[config.mk]
export PLATFORM = sky130hd
export DESIGN_NAME = fc_topk_collector_flat
export DESIGN_NICKNAME = d
export VERILOG_FILES = /design/src/rtl/fc_topk_collector_if.sv /design/src/rtl/fc_topk_collector.sv /design/src/flat_wrapper.sv
export SDC_FILE = /design/constraint.sdc
export NUM_CORES = 1
export LEC_CHECK = 0
export CORE_ASPECT_RATIO = 0.9
export CORE_MARGIN = 3
export CORE_UTILIZATION = 55
export DETAILED_ROUTE_END_ITERATION = 8
export PLACE_DENSITY = 0.93
export SLEW_MARGIN = 5
export SYNTH_ARGS = -nofsm -noshare
export SYNTH_HDL_FRONTEND = slang
export SYNTH_SLANG_ARGS = --single-unit
[constraint.sdc]
create_clock -name CLK -period 3.35 [get_ports CLK]
set_clock_uncertainty 0.15 [all_clocks]
set_input_delay 0.67 -clock CLK [delete_from_list [all_inputs] [get_ports CLK]]
set_output_delay 0.67 -clock CLK [all_outputs]
set_load 0.005 [all_outputs]
[src/rtl/fc_topk_collector_if.sv]
// FC logit beat stream: one beat per class, no backpressure.
//   valid     - beat strobe
//   class_idx - class index of the beat
//   logit     - signed int8 logit
// master drives the stream (accelerator / bench), slave consumes it (collector).
interface fc_topk_collector_if #(
  parameter int unsigned IDX_W = 11
) ();
  logic                    valid;
  logic [IDX_W-1:0]        class_idx;
  logic signed [7:0]       logit;

  modport master (output valid, output class_idx, output logit);
  modport slave  (input  valid, input  class_idx, input  logit);
endinterface

[src/rtl/fc_topk_collector.sv]
// Top-K collector for the FC logit stream.
// Keeps a sorted table of the best TOP_K (class index, logit) pairs with single-cycle insertion
// and closes a frame after NUM_CLASSES accepted beats or on flush.
// Ports:
//   CLK, RESETn     - clock, asynchronous active-low reset
//   start           - opens a new frame, clears table, counts and errors
//   flush           - closes the current frame early
//   fc_in           - beat stream (slave side)
//   busy            - high while collecting
//   result_valid    - one-cycle pulse when the result is final
//   result_partial  - frame closed with fewer than NUM_CLASSES beats
//   top_idx/logit   - packed table, entry 0 at LSBs is best; invalid entries read as 0
//   top_count       - number of valid entries
//   beat_count      - beats accepted in the current or last frame
//   err_idx         - out-of-range class index seen this frame
//   err_stray       - beat seen outside collection since last start
module fc_topk_collector #(
  parameter int unsigned NUM_CLASSES = 1000,
  parameter int unsigned TOP_K       = 5,
  parameter int unsigned IDX_W       = 11
) (
  input  logic                   CLK,
  input  logic                   RESETn,
  input  logic                   start,
  input  logic                   flush,
  fc_topk_collector_if.slave     fc_in,
  output logic                   busy,
  output logic                   result_valid,
  output logic                   result_partial,
  output logic [TOP_K*IDX_W-1:0] top_idx,
  output logic [TOP_K*8-1:0]     top_logit,
  output logic [3:0]             top_count,
  output logic [IDX_W-1:0]       beat_count,
  output logic                   err_idx,
  output logic                   err_stray
);

  localparam logic [1:0] StIdle    = 2'd0;
  localparam logic [1:0] StCollect = 2'd1;
  localparam logic [1:0] StDone    = 2'd2;

  localparam logic [IDX_W-1:0] NumCls  = IDX_W'(NUM_CLASSES);
  localparam logic [IDX_W-1:0] LastCnt = IDX_W'(NUM_CLASSES - 1);
  localparam logic [3:0]       TopKCnt = 4'(TOP_K);

  logic [1:0]              state_q, state_d;
  logic [IDX_W-1:0]        tbl_idx_q   [TOP_K];
  logic [IDX_W-1:0]        tbl_idx_d   [TOP_K];
  logic signed [7:0]       tbl_logit_q [TOP_K];
  logic signed [7:0]       tbl_logit_d [TOP_K];
  logic [TOP_K-1:0]        tbl_vld_q, tbl_vld_d;
  logic [IDX_W-1:0]        beat_cnt_q, beat_cnt_d;
  logic [3:0]              top_cnt_q, top_cnt_d;
  logic                    err_idx_q, err_idx_d;
  logic                    err_stray_q, err_stray_d;
  logic                    partial_q, partial_d;
  logic                    rv_q, rv_d;

  logic                    in_collect;
  logic                    in_range;
  logic                    accept;
  logic                    last_beat;
  logic                    close;
  logic [TOP_K-1:0]        beats;

  always_comb begin
    in_collect = (state_q == StCollect);
    in_range   = (fc_in.class_idx < NumCls);
    // A start in the same cycle discards any in-flight beat.
    accept     = in_collect && fc_in.valid && in_range && !start;
    last_beat  = accept && (beat_cnt_q == LastCnt);
    close      = in_collect && !start && (last_beat || flush);
  end

  // The table is kept sorted with valid entries first, so beats[] is a thermometer code:
  // once the new beat beats entry i it also beats every entry below it.
  always_comb begin
    for (int i = 0; i < TOP_K; i++) begin
      beats[i] = !tbl_vld_q[i] ||
                 (fc_in.logit > tbl_logit_q[i]) ||
                 ((fc_in.logit == tbl_logit_q[i]) && (fc_in.class_idx < tbl_idx_q[i]));
    end
  end

  always_comb begin
    tbl_idx_d   = tbl_idx_q;
    tbl_logit_d = tbl_logit_q;
    tbl_vld_d   = tbl_vld_q;
    if (start) begin
      for (int i = 0; i < TOP_K; i++) begin
        tbl_idx_d[i]   = '1;
        tbl_logit_d[i] = -8'sd128;
      end
      tbl_vld_d = '0;
    end else if (accept) begin
      if (beats[0]) begin
        tbl_idx_d[0]   = fc_in.class_idx;
        tbl_logit_d[0] = fc_in.logit;
        tbl_vld_d[0]   = 1'b1;
      end
      for (int i = 1; i < TOP_K; i++) begin
        if (beats[i-1]) begin
          tbl_idx_d[i]   = tbl_idx_q[i-1];
          tbl_logit_d[i] = tbl_logit_q[i-1];
          tbl_vld_d[i]   = tbl_vld_q[i-1];
        end else if (beats[i]) begin
          tbl_idx_d[i]   = fc_in.class_idx;
          tbl_logit_d[i] = fc_in.logit;
          tbl_vld_d[i]   = 1'b1;
        end
      end
    end
  end

  always_comb begin
    state_d     = state_q;
    beat_cnt_d  = beat_cnt_q;
    top_cnt_d   = top_cnt_q;
    err_idx_d   = err_idx_q;
    err_stray_d = err_stray_q;
    partial_d   = partial_q;
    rv_d        = close;
    if (start) begin
      state_d     = StCollect;
      beat_cnt_d  = '0;
      top_cnt_d   = '0;
      err_idx_d   = 1'b0;
      err_stray_d = 1'b0;
      partial_d   = 1'b0;
    end else begin
      if (accept && (beat_cnt_q != NumCls)) beat_cnt_d = beat_cnt_q + 1'b1;
      if (accept && (top_cnt_q != TopKCnt)) top_cnt_d = top_cnt_q + 4'd1;
      if (in_collect && fc_in.valid && !in_range) err_idx_d = 1'b1;
      if (!in_collect && fc_in.valid) err_stray_d = 1'b1;
      if (close) begin
        state_d   = StDone;
        partial_d = (beat_cnt_d < NumCls);
      end
    end
  end

  always_ff @(posedge CLK or negedge RESETn) begin
    if (!RESETn) begin
      state_q     <= StIdle;
      for (int i = 0; i < TOP_K; i++) begin
        tbl_idx_q[i]   <= '1;
        tbl_logit_q[i] <= -8'sd128;
      end
      tbl_vld_q   <= '0;
      beat_cnt_q  <= '0;
      top_cnt_q   <= '0;
      err_idx_q   <= 1'b0;
      err_stray_q <= 1'b0;
      partial_q   <= 1'b0;
      rv_q        <= 1'b0;
    end else begin
      state_q     <= state_d;
      tbl_idx_q   <= tbl_idx_d;
      tbl_logit_q <= tbl_logit_d;
      tbl_vld_q   <= tbl_vld_d;
      beat_cnt_q  <= beat_cnt_d;
      top_cnt_q   <= top_cnt_d;
      err_idx_q   <= err_idx_d;
      err_stray_q <= err_stray_d;
      partial_q   <= partial_d;
      rv_q        <= rv_d;
    end
  end

  // Invalid entries read as zero so the outputs are all-zero out of reset.
  always_comb begin
    for (int i = 0; i < TOP_K; i++) begin
      top_idx[i*IDX_W +: IDX_W] = tbl_vld_q[i] ? tbl_idx_q[i] : '0;
      top_logit[i*8 +: 8]       = tbl_vld_q[i] ? tbl_logit_q[i] : 8'h00;
    end
  end

  assign busy           = in_collect;
  assign result_valid   = rv_q;
  assign result_partial = partial_q;
  assign top_count      = top_cnt_q;
  assign beat_count     = beat_cnt_q;
  assign err_idx        = err_idx_q;
  assign err_stray      = err_stray_q;

endmodule
[src/flat_wrapper.sv]
// flat-port wrapper written by rule: the top's interface ports become plain ports
module fc_topk_collector_flat 
#(
  parameter int unsigned NUM_CLASSES = 1000,
  parameter int unsigned TOP_K       = 5,
  parameter int unsigned IDX_W       = 11
)
  (CLK, RESETn, start, flush, busy, result_valid, result_partial, top_idx, top_logit, top_count, beat_count, err_idx, err_stray, fc_in_valid, fc_in_class_idx, fc_in_logit);
  fc_topk_collector_if #(.IDX_W(IDX_W)) fc_in_i ();
  input  logic CLK;
  input  logic RESETn;
  input  logic start;
  input  logic flush;
  output logic busy;
  output logic result_valid;
  output logic result_partial;
  output logic [TOP_K*IDX_W-1:0] top_idx;
  output logic [TOP_K*8-1:0] top_logit;
  output logic [3:0] top_count;
  output logic [IDX_W-1:0] beat_count;
  output logic err_idx;
  output logic err_stray;
  input wire logic [$bits(fc_in_i.valid)-1:0] fc_in_valid;
  input wire logic [$bits(fc_in_i.class_idx)-1:0] fc_in_class_idx;
  input wire logic [$bits(fc_in_i.logit)-1:0] fc_in_logit;
  assign fc_in_i.valid = fc_in_valid;
  assign fc_in_i.class_idx = fc_in_class_idx;
  assign fc_in_i.logit = fc_in_logit;
  fc_topk_collector #(.NUM_CLASSES(NUM_CLASSES), .TOP_K(TOP_K), .IDX_W(IDX_W)) u_core (.CLK(CLK), .RESETn(RESETn), .start(start), .flush(flush), .fc_in(fc_in_i), .busy(busy), .result_valid(result_valid), .result_partial(result_partial), .top_idx(top_idx), .top_logit(top_logit), .top_count(top_count), .beat_count(beat_count), .err_idx(err_idx), .err_stray(err_stray));
endmodule
==> results of run 1 <==
## final cells by class
cell class                 count  area share [%]
sequential                   121            27.4
inverter                     119            3.94
timing repair buffer         235            19.2
multi-input combinational    635            42.0
tap                          198            2.19
clock inverter                 8            1.04
clock buffer                  24            4.25
## metrics by stage
| stage | setup WS (ns) | util (%) |
|---|---|---|
| 2_1_floorplan | 0.505 | - |
| 3_3_place_gp | -0.342 | 71.2 |
| 3_5_place_dp | -0.480 | 71.2 |
| 4_1_cts | 0.0320 | 75.3 |
| 5_1_grt | -0.148 | 75.7 |
| 6_report | -0.0185 | 75.7 |
## routing by layer
metal / vias up / global-route usage, % / share of wire [%]
met5: - / 0 / 0
met2: 598 / 50.8 / 47
met4: 0 / 15.0 / 4.9
met3: 141 / 7.11 / 9.6
li1: 3729 / - / -
met1: 4068 / 41.5 / 38
## cell usage after synthesis (3+ instances only)
| cell | n |
|---|---|
| a21oi_1 | 51 |
| nor2_1 | 46 |
| nand2_1 | 43 |
| nor3_1 | 6 |
| a221o_1 | 14 |
| a21boi_0 | 4 |
| and2_1 | 90 |
| o211ai_1 | 6 |
| xnor2_1 | 8 |
| o21ai_1 | 3 |
| o22ai_1 | 9 |
| dfrtp_1 | 61 |
| clkbuf_8 | 3 |
| nand2b_1 | 4 |
| buf_2 | 12 |
| buf_4 | 4 |
| a32oi_1 | 9 |
| ha_1 | 94 |
| mux2i_1 | 19 |
| nor4_1 | 3 |
| o21ai_0 | 35 |
| buf_6 | 5 |
| a31oi_1 | 4 |
| a21o_1 | 4 |
| nand4_1 | 17 |
| inv_1 | 117 |
| a22oi_1 | 14 |
| a2bb2oi_1 | 13 |
| clkbuf_1 | 17 |
| a221oi_1 | 3 |
| xor2_1 | 3 |
| a222oi_1 | 22 |
| nor2b_1 | 9 |
| a22o_1 | 8 |
| nand3_1 | 37 |
| and3_1 | 12 |
| dfstp_2 | 60 |
## repair_timing
item | 4_1_cts | 5_1_grt
gates resized for setup | 1 | 8
pin swaps | 0 | 2
hold buffers | 1 | 0
setup endpoints to repair | 11 | 73
setup buffers | 0 | 1
endpoints found under the hold margin | 2 | 0
## critical path: cells and delay by family
family,cells,cell delay [ns]
buffers and inverters,4,1.16
AOI/OAI and AO/OA,3,0.81
and+or+nand+nor,2,0.60
adders and majority gates,1,0.31
## where the power goes
group	leakage, nW	internal, W	switching, W
clock	0.294	0.00122	0.000681
combinational	3.71	0.000249	0.000318
sequential	1.47	0.00150	0.0000218
total	5.48	0.00297	0.00102
## how the worst min path moves through the flow
| stage | startpoint | end | cells after the start |
|---|---|---|---|
| after detailed placement | RESETn | u_core.top_count[0] | 1 |
| after CTS | u_core.err_idx | u_core.err_idx | 2 |
| after global placement | RESETn | u_core.top_count[1] | 1 |
| after floorplan | RESETn | u_core.beat_count[0] | 0 |
| final | u_core.err_stray | u_core.err_stray | 2 |
| after global routing | u_core.tbl_idx_q[20] | u_core.tbl_idx_q[20] | 2 |
## cells in the final DEF, fill, tap and decap left out, types with 43 or more instances in the layout
master             n
dfrtp_1           61
dfstp_2           60
nor2_1            45
ha_1              94
and2_1            90
clkdlybuf4s50_1  135
nand2_1           43
buf_4             92
inv_1            117
a21oi_1           50
## cells by family after synthesis
kind of cell,Yosys count,share of synthesized area (%)
and+or+nand+nor,284,17.9
AOI/OAI and AO/OA,226,19.9
buffers and inverters,163,8.71
DFF,121,36.2
adders and majority gates,94,13.7
muxes,20,2.35
xor gates and xnor gates,11,1.12
## registers in the layout (all words and copies together), names as in the netlist
| register | count |
|---|---|
| u_core.state_q | 2 |
| u_core.err_stray | 1 |
| u_core.beat_count | 11 |
| u_core.tbl_logit_q | 40 |
| u_core.err_idx | 1 |
| u_core.tbl_vld_q | 5 |
| u_core.tbl_idx_q | 55 |
| u_core.result_valid | 1 |
| u_core.result_partial | 1 |
| u_core.top_count | 4 |
==> results.yml, run 1 <==
placed_design:
  dpl-instance-area_sq_mm: 0.0107
  gp_congestion: 0.953
  dp.cells: 1306
  port_buffers: 138
  dp_hpwl_mm: 19.4
sta:
  worst_slew_pin_slew_ns: 0.827
  fin_setup_tns_ns: -0.0185
  timing.fmax_mhz: 297
  drv_slew: 0
  post-route-period-util_pct: 101
  final-hold-violation-count: 0
  slew_headroom_pct: 44.9
  fin_ws_ns: -0.0185
  post-route-min-period_ns: 3.37
  setup_violations: 1
  hold_ws_ns: 0.350
logic_synthesis:
  synthCells: 919
  netlist_area_sq_mm: 0.00857
  post_synth_num_cell_types: 78
  synth_largest_area_cell: "dfstp_2"
  postSynthAreaPerCell_sq_um: 9.32
  synth_nets: 1037
  async_flop_share_pct: 100
  yosys_most_used_dff: "dfrtp_1"
  synth_seq_cells: 121
  synth_edf_count: 0
  yosysWarnings: 0
  synth_top_area_share_pct: 18.4
  synth_area_leaders: "dfstp_2 (18%), dfrtp_1 (18%), ha_1 (14%)"
  synth_seq_area_share_pct: 36.2
run_status:
  violations: "negative setup slack"
  outcome: "complete, but fails checks"
setup_path:
  reg2reg_slack_ns: 0.37
  crit_fanout: 12
  cpPeakStageDelay_ns: 0.55
  ff2ff_path_depth: 10
  worst_path_most_repeated_cell: "buf_4"
  reg2reg_from: "u_core.tbl_logit_q[15]"
  crit_end: "u_core.tbl_idx_q[9]"
  setup.worst_path.end_class: "flop"
  worst_r2r_endpoint: "u_core.tbl_logit_q[14]"
  startpoint: "fc_in_logit[3]"
  worstPathCellList: "clkdlybuf4s50_1 -> buf_4 -> buf_4 -> ha_1 -> nand4_1 -> nor3_2 -> o211ai_1 -> a32oi_2 -> buf_4 -> a2bb2oi_1"
  cp.required_ns: 3.54
  crit_arrival_ns: 3.56
  path_class: "in -> reg"
  cp_slowest_cell: "clkdlybuf4s50_1"
  critPathLaunchType: "input port"
clocking:
  htree_levels: 4
  cts_root_buf: "clkbuf_16"
  clk_latency_ns: 0.43
  cts_tree: "built"
  clk_path_buf_depth: 2
  cts_inserted_buffers: 17
  clock-sinks: 121
  path_clk_slew_ns: 0.05
global_route:
  antenna_found_initial: 0
  grt_pass1_wl_mm: 43.9
  grt_max_degree: 71
  grt_pass1_vias: 8569
  grtUsageTotal_pct: 32.1
  grt_overflow: 0
floorplanning:
  initial_core_util_pct: 57.2
  num_rows: 42
  die-area_sq_mm: 0.0171
  core_sq_mm: 0.0150
  die_w_um: 138
  ioPinCount: 139
  fp.dieH_um: 124
finish:
  syn2layout_area_growth_pct: 32.3
  final_cells: 1340
  n_fill_cell: 980
  antenna_cells: 0
  nets: 1247
  final_area_sq_mm: 0.0113
  ff_latch_area_sq_mm: 0.00310
  drive_gt1_share_pct: 18.7
  multi_input_area_sq_mm: 0.00476
detailed_routing:
  vias: 8536
  drcViolationCount: 0
  drtAntennaViolNets: 0
  totalWireLength_mm: 27.8
  drtPass1Iterations: 8
  wire_per_inst_um: 20.7
  via_per_inst: 6.37
  dr.first_iter.drc_count: 1193
pwr:
  powerDensity_mw_per_mm2: 352
  p_total_w: 0.00399
  peakVddDrop_mv: 0.369
  p_leak_nw: 5.48
worst_hold_path:
  hold_class: "reg -> reg"
flow_run:
  maxCapViolations: 0
No activity file was read; power rests on OpenSTA's default activity.
==> inputs of run 2 (changes only) <==
- GPL_ROUTABILITY_DRIVEN: unset -> 0
==> results.yml, run 2 (synthesis results as in run 1) <==
run_status:
  outcome: "complete, but fails checks"
  violations: "design-rule violations"
sta:
  drv_slew: 0
  post-route-min-period_ns: 3.30
  final-hold-violation-count: 0
  timing.fmax_mhz: 303
  slew_headroom_pct: 49.3
  setup_violations: 0
  post-route-period-util_pct: 98.4
  worst_slew_pin_slew_ns: 0.760
  hold_ws_ns: 0.144
global_route:
  grt_pass1_vias: 8475
  antenna_found_initial: 0
  grt_pass1_wl_mm: 42.8
  grtUsageTotal_pct: 31.4
  grt_max_degree: 56
  grt_overflow: 0
pwr:
  peakVddDrop_mv: 0.358
  powerDensity_mw_per_mm2: 344
  p_leak_nw: 5.41
  p_total_w: 0.00387
placed_design:
  port_buffers: 138
  dp_hpwl_mm: 19.1
setup_path:
  cp_slowest_cell: "clkdlybuf4s50_1"
  ff2ff_path_depth: 11
  cpPeakStageDelay_ns: 0.62
  path_buf_inv: 2
  worstPathCellList: "clkdlybuf4s50_1 -> buf_4 -> o211a_4 -> a2111oi_4 -> nand4_1 -> nand4b_1 -> a21boi_1 -> o2111ai_1 -> a32o_1"
  cp.depth: 9
  path_class: "in -> reg"
  worst_r2r_endpoint: "u_core.tbl_idx_q[5]"
  critPathLaunchType: "input port"
  crit_family: "compound AO/OA/AOI/OAI gates"
  crit_fanout: 6
  reg2reg_from: "u_core.tbl_idx_q[20]"
  setup.worst_path.end_class: "flop"
  crit_arrival_ns: 3.46
  reg2reg_slack_ns: 0.38
  cp.required_ns: 3.51
floorplanning:
  die_w_um: 138
  ioPinCount: 139
  fp.dieH_um: 124
  initial_core_util_pct: 57.2
  die-area_sq_mm: 0.0171
  num_rows: 42
  core_sq_mm: 0.0150
detailed_routing:
  via_per_inst: 6.31
  drtAntennaViolNets: 0
  wire_per_inst_um: 20.4
  drcViolationCount: 3
  vias: 8390
  totalWireLength_mm: 27.1
  drtPass1Iterations: 9
  dr.first_iter.drc_count: 916
clocking:
  htree_levels: 4
  clk_path_buf_depth: 2
  cts_root_buf: "clkbuf_16"
  clk_latency_ns: 0.43
  cts_tree: "built"
  clock-sinks: 121
  path_clk_slew_ns: 0.05
  cts_inserted_buffers: 17
  holdBufCountCts: 0
finish:
  n_fill_cell: 947
  largest_reg_flops: 55
  mostFrequentLayoutCell: "clkdlybuf4s50_1"
  nets: 1236
  syn2layout_area_growth_pct: 31.6
  regMostFlops: "u_core.tbl_idx_q"
  antenna_cells: 0
  final_cell_mix: "clkdlybuf4s50_1 (137), inv_1 (117), ha_1 (94)"
  drive_gt1_share_pct: 18.1
  fin_util_pct: 75.3
worst_hold_path:
  hold_class: "in -> async"
flow_run:
  maxCapViolations: 0
## run 2: cell count changes in the layout (fill, tap and decap cells not counted), moves of 2 or more
cell,before,now
dlymetal6s2s_1,2,0
clkbuf_8,3,5
clkdlybuf4s50_1,135,137
buf_12,5,8
buf_4,92,78
bufinv_16,3,1
## run 2: layout make-up
cell class / instances / area, sq um / area share (%)
repair buffers: 224 / 2130 / 18.9
clock buffers: 25 / 505 / 4.48
clock inverters: 7 / 65.1 / 0.577
well taps: 198 / 248 / 2.20
multi-input cells: 635 / 4780 / 42.4
flip-flops and latches: 121 / 3100 / 27.5
inverters: 119 / 447 / 3.96
## run 2: layer usage
metal  global-route usage, %  share of wire, %  up-vias
met1                    39.3                38     4067
met3                    7.51               9.2      108
met5                       0                 0        -
li1                        -                 -     3693
met2                    50.3                48      522
met4                    15.8               4.0        0
## run 2: worst max path at each step
stage	startpoint	end	slack, ns
after global placement	fc_in_logit[5]	u_core.tbl_idx_q[33]	-0.35
after floorplan	fc_in_class_idx[9]	u_core.tbl_logit_q[0]	0.50
after detailed placement	fc_in_logit[5]	u_core.tbl_idx_q[42]	-0.45
after CTS	fc_in_logit[5]	u_core.tbl_idx_q[26]	0.1
final	fc_in_class_idx[3]	u_core.result_partial	0.05
after global routing	fc_in_logit[5]	u_core.tbl_logit_q[0]	-0.03
## run 2: what timing repair did
item,in CTS,in global routing
buffers inserted,0,2
pin swaps,0,2
gates resized for setup,1,10
endpoints found under the setup margin,19,74
## run 2: where the power goes
part | switching [W] | total, W | internal, W
Combinational | 0.000316 | 0.000566 | 0.000250
Sequential | 0.0000224 | 0.00152 | 0.00150
Clock | 0.000674 | 0.00179 | 0.00111
Total | 0.00101 | 0.00387 | 0.00286
## run 2: worst reg2reg max path: stages, from the launching register on
cell	delay [ns]
dfstp_2	0.55
inv_1	0.06
ha_1	0.31
a21oi_1	0.19
a21boi_1	0.13
o41ai_2	0.41
o21ai_2	0.15
and2_4	0.19
buf_4	0.14
a31oi_1	0.25
buf_4	0.24
a2bb2oi_1	0.09
## run 2: metrics by stage
step / std cells / cell area, sq um / setup TNS (ns) / setup WS [ns]
after global placement: 1295 / 10600 / -18.66 / -0.352
after global routing: 1329 / 11300 / -0.221 / -0.0304
after CTS: 1327 / 11200 / 0 / 0.0998
after detailed placement: 1295 / 10600 / -28.09 / -0.452
after floorplan: 919 / 8570 / 0 / 0.505
final: 1329 / 11300 / 0 / 0.0520
